--- config.mk ---
export PLATFORM = sky130hd
export DESIGN_NAME = issue_ctrl
export DESIGN_NICKNAME = d
export VERILOG_FILES = /design/src/rtl/issue_ctrl_pkg.sv /design/src/rtl/issue_ctrl_inst_queue.sv /design/src/rtl/issue_ctrl.sv
export SDC_FILE = /design/constraint.sdc
export NUM_CORES = 1
export LEC_CHECK = 0
export BUFFER_PORTS_ARGS = -buffer_cell sky130_fd_sc_hd__clkbuf_2
export CAP_MARGIN = 20
export CORE_MARGIN = 3
export CORE_UTILIZATION = 34
export CTS_CLUSTER_DIAMETER = 40
export CTS_CLUSTER_SIZE = 40
export DETAILED_ROUTE_END_ITERATION = 12
export HOLD_SLACK_MARGIN = 0.05
export PLACE_DENSITY = 0.48
export SLEW_MARGIN = 20
export SYNTH_ARGS = -nofsm -noshare
export SYNTH_HDL_FRONTEND = slang
export SYNTH_HIERARCHICAL = 1
export SYNTH_SLANG_ARGS = --single-unit
--- constraint.sdc ---
create_clock -name clk -period 4.53 [get_ports clk]
set_clock_uncertainty 0.2 [all_clocks]
set_input_delay 0.906 -clock clk [delete_from_list [all_inputs] [get_ports clk]]
set_output_delay 0.906 -clock clk [all_outputs]
set_load 0.005 [all_outputs]
--- src/rtl/issue_ctrl_pkg.sv ---
// Shared widths, opcode constants, queue entry layout and the issue-unit
// classifier for the instruction issue stage.
package issue_ctrl_pkg;

  localparam int INST_WID = 32;
  localparam int ADDR_WID = 32;
  localparam int ROB_SIZE = 16;
  localparam int ROB_WID  = 4;

  localparam logic [6:0] OPCODE_L     = 7'b0000011;
  localparam logic [6:0] OPCODE_S     = 7'b0100011;
  localparam logic [6:0] OPCODE_CAL   = 7'b0110011;
  localparam logic [6:0] OPCODE_CALI  = 7'b0010011;
  localparam logic [6:0] OPCODE_B     = 7'b1100011;
  localparam logic [6:0] OPCODE_LUI   = 7'b0110111;
  localparam logic [6:0] OPCODE_AUIPC = 7'b0010111;
  localparam logic [6:0] OPCODE_JAL   = 7'b1101111;
  localparam logic [6:0] OPCODE_JALR  = 7'b1100111;

  typedef struct packed {
    logic [INST_WID-1:0] inst;
    logic [ADDR_WID-1:0] pc;
    logic                pre_j;
  } iq_entry_t;

  typedef enum logic [1:0] {
    UNIT_ROB = 2'd0,
    UNIT_RS  = 2'd1,
    UNIT_LSB = 2'd2
  } unit_t;

  // LUI, JAL and unknown opcodes need only a ROB slot.
  function automatic unit_t classify(input logic [6:0] opcode);
    unit_t unit;
    case (opcode)
      OPCODE_L, OPCODE_S:                                         unit = UNIT_LSB;
      OPCODE_CAL, OPCODE_CALI, OPCODE_B, OPCODE_AUIPC, OPCODE_JALR: unit = UNIT_RS;
      default:                                                    unit = UNIT_ROB;
    endcase
    return unit;
  endfunction

endpackage

--- src/rtl/issue_ctrl_inst_queue.sv ---
// In-order circular instruction queue between IFetch and the issue logic.
// Callers gate push/pop/flush; the head entry is always visible on rd_data.
module issue_ctrl_inst_queue
  import issue_ctrl_pkg::*;
#(
  parameter int IQ_DEPTH = 16,
  parameter int IQ_WID   = 4
) (
  input  logic      clk,
  input  logic      rst,
  input  logic      push,
  input  logic      pop,
  input  logic      flush,
  input  iq_entry_t wr_data,
  output iq_entry_t rd_data,
  output logic      full,
  output logic      empty
);

  localparam logic [IQ_WID:0] DEPTH_CNT = IQ_DEPTH[IQ_WID:0];

  logic [IQ_WID-1:0] head;
  logic [IQ_WID-1:0] tail;
  logic [IQ_WID:0]   count;
  iq_entry_t         mem [IQ_DEPTH];

  // Pointers wrap naturally because IQ_DEPTH is a power of two.
  always_ff @(posedge clk or posedge rst) begin
    if (rst) begin
      head  <= '0;
      tail  <= '0;
      count <= '0;
    end else if (flush) begin
      head  <= '0;
      tail  <= '0;
      count <= '0;
    end else begin
      if (push) tail <= tail + 1'b1;
      if (pop)  head <= head + 1'b1;
      case ({push, pop})
        2'b10:   count <= count + 1'b1;
        2'b01:   count <= count - 1'b1;
        default: count <= count;
      endcase
    end
  end

  // NOTE: storage is not reset; an entry is only read once count covers it.
  always_ff @(posedge clk) begin
    if (push) mem[tail] <= wr_data;
  end

  assign rd_data = mem[head];
  assign full    = (count == DEPTH_CNT);
  assign empty   = (count == '0);

endmodule

--- src/rtl/issue_ctrl.sv ---
// Issue stage: buffers fetched instructions, allocates ROB tail slots and
// strobes one instruction per cycle to Decoder when ROB and target unit accept.
module issue_ctrl
  import issue_ctrl_pkg::*;
#(
  parameter int IQ_DEPTH = 16,
  parameter int IQ_WID   = 4
) (
  input  logic                clk,
  input  logic                rst,
  input  logic                rdy,
  input  logic                rollback,
  input  logic                if_valid,
  input  logic [INST_WID-1:0] if_inst,
  input  logic [ADDR_WID-1:0] if_pc,
  input  logic                if_pre_j,
  output logic                if_ready,
  input  logic                rob_full,
  input  logic                rs_full,
  input  logic                lsb_full,
  output logic                dec_valid,
  output logic [INST_WID-1:0] dec_inst,
  output logic [ADDR_WID-1:0] dec_pc,
  output logic                dec_pre_j,
  output logic [ROB_WID-1:0]  dec_rob_pos,
  output logic                dec_to_rs,
  output logic                dec_to_lsb
);

  localparam logic [ROB_WID-1:0] ROB_LAST = ROB_WID'(ROB_SIZE - 1);

  iq_entry_t          wr_entry;
  iq_entry_t          head_entry;
  logic               iq_full;
  logic               iq_empty;
  unit_t              head_unit;
  logic               can_issue;
  logic               do_push;
  logic               do_issue;
  logic               do_flush;
  logic [ROB_WID-1:0] rob_tail;

  assign wr_entry = '{inst: if_inst, pc: if_pc, pre_j: if_pre_j};

  assign head_unit = classify(head_entry.inst[6:0]);
  assign can_issue = !iq_empty && !rob_full
                     && !(head_unit == UNIT_RS  && rs_full)
                     && !(head_unit == UNIT_LSB && lsb_full);

  // Rollback beats push and issue; rdy low freezes everything, rollback included.
  assign do_flush = rdy && rollback;
  assign do_push  = rdy && !rollback && if_valid && !iq_full;
  assign do_issue = rdy && !rollback && can_issue;
  assign if_ready = !iq_full;

  issue_ctrl_inst_queue #(
    .IQ_DEPTH (IQ_DEPTH),
    .IQ_WID   (IQ_WID)
  ) inst_queue (
    .clk     (clk),
    .rst     (rst),
    .push    (do_push),
    .pop     (do_issue),
    .flush   (do_flush),
    .wr_data (wr_entry),
    .rd_data (head_entry),
    .full    (iq_full),
    .empty   (iq_empty)
  );

  // NOTE: non-blocking assignments keep every register updating from pre-edge values.
  always_ff @(posedge clk or posedge rst) begin
    if (rst) begin
      rob_tail    <= '0;
      dec_valid   <= 1'b0;
      dec_inst    <= '0;
      dec_pc      <= '0;
      dec_pre_j   <= 1'b0;
      dec_rob_pos <= '0;
      dec_to_rs   <= 1'b0;
      dec_to_lsb  <= 1'b0;
    end else if (rdy) begin
      if (rollback) begin
        rob_tail  <= '0;
        dec_valid <= 1'b0;
      end else if (can_issue) begin
        dec_valid   <= 1'b1;
        dec_inst    <= head_entry.inst;
        dec_pc      <= head_entry.pc;
        dec_pre_j   <= head_entry.pre_j;
        dec_rob_pos <= rob_tail;
        dec_to_rs   <= (head_unit == UNIT_RS);
        dec_to_lsb  <= (head_unit == UNIT_LSB);
        rob_tail    <= (rob_tail == ROB_LAST) ? '0 : rob_tail + 1'b1;
      end else begin
        dec_valid <= 1'b0;
      end
    end
  end

endmodule

# --- Yosys cells after proc, flatten, opt, wreduce, memory -nomap -nowiden ---
# Memories as Yosys holds them, arrays and structs flattened.
# Cells that the tools add are included.
classes:
  n_reduce_logical: 25
  eq_ne: 13
  addsub: 5
  div_mod_pow: 0
  shifts: 0
  multipliers: 0
  n_mux: 14
  n_lt_le_gt_ge: 0
  bitwise_logic: 1
ops:
  columns: ["op", "count"]
  rows:
  - ["$mux W4", 7]
  - ["$eq A7 B5 Y1 const B", 2]
  - ["$eq A7 B6 Y1 const B", 2]
  - ["$eq A7 B7 Y1 const B", 2]
  - ["$add A4 B1 Y4 const B", 3]
  - ["$logic_and A1 B1 Y1", 10]
  - ["$pmux W5 S2", 1]
  - ["$eq A7 B2 Y1 const B", 1]
  - ["$logic_not A1 Y1", 6]
  - ["$reduce_bool A2 Y1", 3]
  - ["$add A5 B1 Y5 const B", 1]
  - ["$eq A5 B5 Y1 const B", 1]
  - ["$logic_not A5 Y1", 1]
  - ["$mux W5", 1]
  - ["$reduce_or A5 Y1", 1]
  - ["$sub A5 B1 Y5 const B", 1]
  - ["$eq A2 B1 Y1 const B", 2]
  - ["$eq A2 B2 Y1 const B", 2]
  - ["$eq A4 B4 Y1 const B", 1]
  - ["$mux W1", 4]
  - ["$pmux W2 S2", 1]
  - ["$reduce_and A3 Y1", 1]
  - ["$reduce_bool A3 Y1", 1]
  - ["$reduce_and A2 Y1", 1]
  - ["2 further kinds", 2]
totals:
  romBits: 0
  reg_bits: 89
  output_inout_bits: 73
  wordCells: 70
  input_bits: 73
  mem_count: 1
  ramBits: 1040
  latchBits: 0
mem_list:
  columns: ["name", "words", "width", "rd", "rd_clocked_by_memory_dff", "wr", "line_no", "source"]
  rows:
  - ["inst_queue.mem", 16, 65, 1, 0, 1, "issue_ctrl_inst_queue.sv:25", "iq_entry_t mem [IQ_DEPTH];"]

# --- Logic depth before layout (Yosys ltp) ---
# An unclocked memory read counts as a cell.
depth:
  depth_word: 13
  depth_mapped: 21
  mapped_depth_nobuf: 14

# --- By module ---
# The synthesis kept the hierarchy.
modules_own_cells:
  columns: ["mod", "area_per_inst_um2", "n_inst", "cells_each", "seq_area_each_um2"]
  rows:
  - ["issue_ctrl_inst_queue", 39720.6, 1, 1700, 31555.3]
  - ["issue_ctrl", 3070.4, 1, 220, 1901.8]

# --- Worst setup path after synthesis ---
# Ideal clock, no wire load.
synth_path:
  path_type: "input-to-reg"
  from: "input port rollback"
  to: "memory inst_queue/mem[13][0] (netlist bit) (enable)"
  path_buffers: 1
  slack_ns: -0.382
  arrival_time_ns: 4.224
  setup_time_ns: 0.488
  required_ns: 3.842
  stages: 4
  path_cell_list: "nor4bb_1 > buf_2 > nand2_1 > nor2_1"
synth_via:
  elab_chain_len: 6
synth_rtl:
  columns: ["element", "line_no", "source"]
  rows:
  - ["from (decl)", "issue_ctrl.sv:12", "input logic rollback,"]
  - ["$logic_not A1 Y1", "issue_ctrl.sv:52", "assign do_push = rdy && !rollback && if_valid && !iq_full;"]
  - ["$logic_and A1 B1 Y1 (3 in series)", "issue_ctrl.sv:52", null]
  - ["$mux W1", "issue_ctrl_inst_queue.sv:50", "if (push) mem[tail] <= wr_data;"]
  - ["$mux W1 (not written as such)", "issue_ctrl_inst_queue.sv:50", null]
  - ["to (decl)", "issue_ctrl_inst_queue.sv:25", null]
# Every way passes these cells.

==> metrics.md <==
| Metric | Value |
|---|---|
| Final Wtd Congestion | `0.736` |
| Gr usage total | `0.167` |
| Vias in the first global route | `22.2k` |
| Tightest Pin Transition | `1.03 ns` |
| Num CTS Buffers | `152` |
| Hold WC Path Type | `input port to asynchronous set/reset pin` |
| First-pass GRT wire length | `157000 µm` |
| I/O pin cnt | `146` |
| EDFF count, synth | `1040` |
| Critical Path Fanout Max | `27` |
| Vias per inst | `5.20` |
| Later-pin clock latency in the skew report | `0.75 ns` |
| Final setup fails | `0` |
| Post-layout min period | `4.15 ns` |
| Crit path kind | `flip-flop to flip-flop` |
| DP HPWL | `55100 µm` |
| CTS Root Buffer Type | `clkbuf_16` |
| Final hold vios | `0` |
| Remaining routing DRC violations | `0` |
| DRT iter0 DRCs | `1811` |
| Fraction of layout cells with a size suffix above 1 | `0.331` |
| Buffers on Ports | `145` |
| Antenna violations before repair | `16` |
| Post-CTS setup buffer count | `0` |
| Sequential cell area fraction in the yosys report | `0.782` |
| CP Data Arrival Time | `4.58 ns` |
| Area of the mapped netlist | `42800 µm²` |
| Post-CTS sizing | `0` |
| Final wirelength | `108000 µm` |
| CP max stage cell | `mux4_2` |
| H-tree level count | `4` |
| Die width | `361 µm` |
| Max Slew Vio Count | `0` |
| Most instantiated cells after synthesis | `edfxtp_1, mux4_2, a22oi_1` |
| Post-route ant nets | `0` |
| Most used cell, CP | `a22oi_1` |
| Mapped Cells | `1920` |
| Overall Power | `28.2 mW` |
| Largest net degree at the start of global routing | `143` |
| Leakage power | `16.6 nW` |
| Area share of the largest cell type after synthesis | `0.730` |
| Avg Cell Area, Syn | `22.3 µm²` |
| Total grt overflow | `0` |
| Crit end category | `flip-flop` |
| Synth cell types | `46` |
| P per Cell Area | `552 nW/µm²` |
| Drt first pass iters | `5` |
| Syn-to-layout area delta | `19.6%` |
| Die Ht | `361 µm` |
| CP Cell Sequence | `buf_12 > mux4_2 > a22oi_1 > nand2_1 > a21o_1 > mux2_2 > o21ai_4 > inv_6 > nand2b_1 > xnor2_1 > ha_1 > nor2_1 > o21ai_1 > a22oi_1 > nand3b_1` |
| Outcome | `complete, no violations` |
| CP Launch Type | `flip-flop` |
| DR WL/cell | `27.2 µm` |
| Maximum VDD drop | `0.382 mV` |
| Unrepaired setup endpoints after global routing | `no` |
| Synthesized net count | `2001` |
| Most frequent cell after synthesis | `edfxtp_1` |
| Hold buffers post-CTS | `0` |
| Layout Nets | `2266` |
| Fin crit share | `0.917` |
| CP max stage delay | `0.54 ns` |
| Ys async rst share | `0.0788` |
| Util after Layout | `0.412` |
| Clk pin slew, worst setup/hold paths | `0.05 ns` |
| Req. time, crit path | `4.96 ns` |
| Placeable Area | `124000 µm²` |
| Primary FF master, synth | `edfxtp_1` |
| Slew margin rel. | `0.311` |
| Synth Register Bits | `1129` |
| CTS tree | `built` |
| Fmax | `0.241 GHz` |
| Die ar. | `130000 µm²` |
| Vias | `20.6k` |
| Site Rows | `129` |
| Max cap viols | `0` |
| Clock Path Buffers | `3` |
| YS warnings | `6` |
| Initial Utilization | `0.344` |
| Post-synth top area cell | `edfxtp_1` |
| Sink Count | `1129` |
| Area contributors post-synth | `edfxtp_1, mux4_2, dfrtp_1` |
-- area by class of cell --
class                   instances  area [µm²]
multi-input cells             680        8840
clock buffers                 165        3960
fillers                     10900       73100
well taps                    1637        2050
flip-flops and latches       1129       33500
repair buffers                211        1440
clock inverters               116        1350
diodes                          4        10.0
inverters                      11        48.8
-- metrics by stage --
| stage | cell area, µm² | setup slack (ns) | instances | TNS, ns | hold WS, ns |
|---|---|---|---|---|---|
| after floorplan | 42800 | -0.382 | 1920 | -390.97 | 0.270 |
| after global placement | 45800 | 0.536 | 3668 | 0 | 0.272 |
| after detailed placement | 45800 | 0.433 | 3668 | 0 | 0.265 |
| after CTS | 51100 | 0.393 | 3949 | 0 | 0.154 |
| after global routing | 51200 | 0.129 | 3950 | 0 | 0.203 |
| final | 51200 | 0.375 | 3953 | 0 | 0.199 |
-- state kept, by name (all words and copies together), names as in the netlist, 4 cells and up --
| register | cells |
|---|---|
| dec_pc | 32 |
| inst_queue/mem | 1040 |
| inst_queue/count | 5 |
| dec_inst | 32 |
| inst_queue/head | 4 |
| rob_tail | 4 |
| inst_queue/tail | 4 |
| dec_rob_pos | 4 |
-- worst max-delay path, delay by kind of cell (launching register included) --
family                   cells  cell delay [ns]
adder cells (fa/ha/maj)      1             0.23
buffers and inverters        2             0.31
XOR/XNOR                     1             0.18
multiplexers                 2             0.83
AND/OR/NAND/NOR              4             0.69
flip-flops                   1             0.50
AO/OA/AOI/OAI                5             1.08
-- layout by cell type, fill, tap and decap left out, types with 15 or more instances in the layout --
master	n
a22oi_1	132
buf_12	17
buf_4	48
bufinv_16	18
clkbuf_16	155
clkbuf_2	145
clkinv_1	16
clkinv_2	15
clkinv_4	15
dfrtp_1	87
edfxtp_1	1040
inv_6	22
mux2_1	54
mux4_2	260
nand2_1	120
nor2_1	20
nor2_4	17
-- worst paths after layout --
check | from | to | slack [ns] | depth (start not counted)
hold reg to reg | dec_inst[26] | dec_inst[26] | 0.29 | 1
hold / removal | rst | inst_queue/tail[1] | 0.20 | 2
min in group clk | rdy | dec_valid | 0.22 | 2
setup reg to reg | inst_queue/head[0] | inst_queue/count[4] | 0.38 | 15
max in group asynchronous | rst | dec_inst[20] | 3.05 | 3
setup / recovery | inst_queue/head[0] | inst_queue/count[4] | 0.38 | 15
-- per-layer routing --
metal,part of all wire,up-vias,GRT usage,wire length [µm]
met5,0.00079,-,0,85
met4,0.021,12,0.0466,2270
met3,0.057,176,0.0374,6120
met2,0.48,624,0.268,51900
met1,0.44,11100,0.230,47300
li1,-,8629,-,-
-- logic make-up (layout without fill, tap and decap cells) --
family / count (synthesis) / count (layout) / synth area share
adder cells (fa/ha/maj): 8 / 8 / 0.00234
flip-flops: 1129 / 1129 / 0.782
buffers and inverters: 111 / 503 / 0.0150
multiplexers: 323 / 323 / 0.153
XOR/XNOR: 10 / 10 / 0.00205
other: 0 / 4 / 0
AND/OR/NAND/NOR: 184 / 184 / 0.0182
AO/OA/AOI/OAI: 155 / 155 / 0.0273
-- report_power, final --
part | total (mW) | leakage, nW | switching, mW | internal, mW
Sequential | 12.1 | 10.5 | 0.326 | 11.8
Combinational | 3.83 | 3.62 | 1.89 | 1.94
Clock | 12.3 | 2.57 | 4.77 | 7.50
No activity file was read; power rests on OpenSTA's default activity.
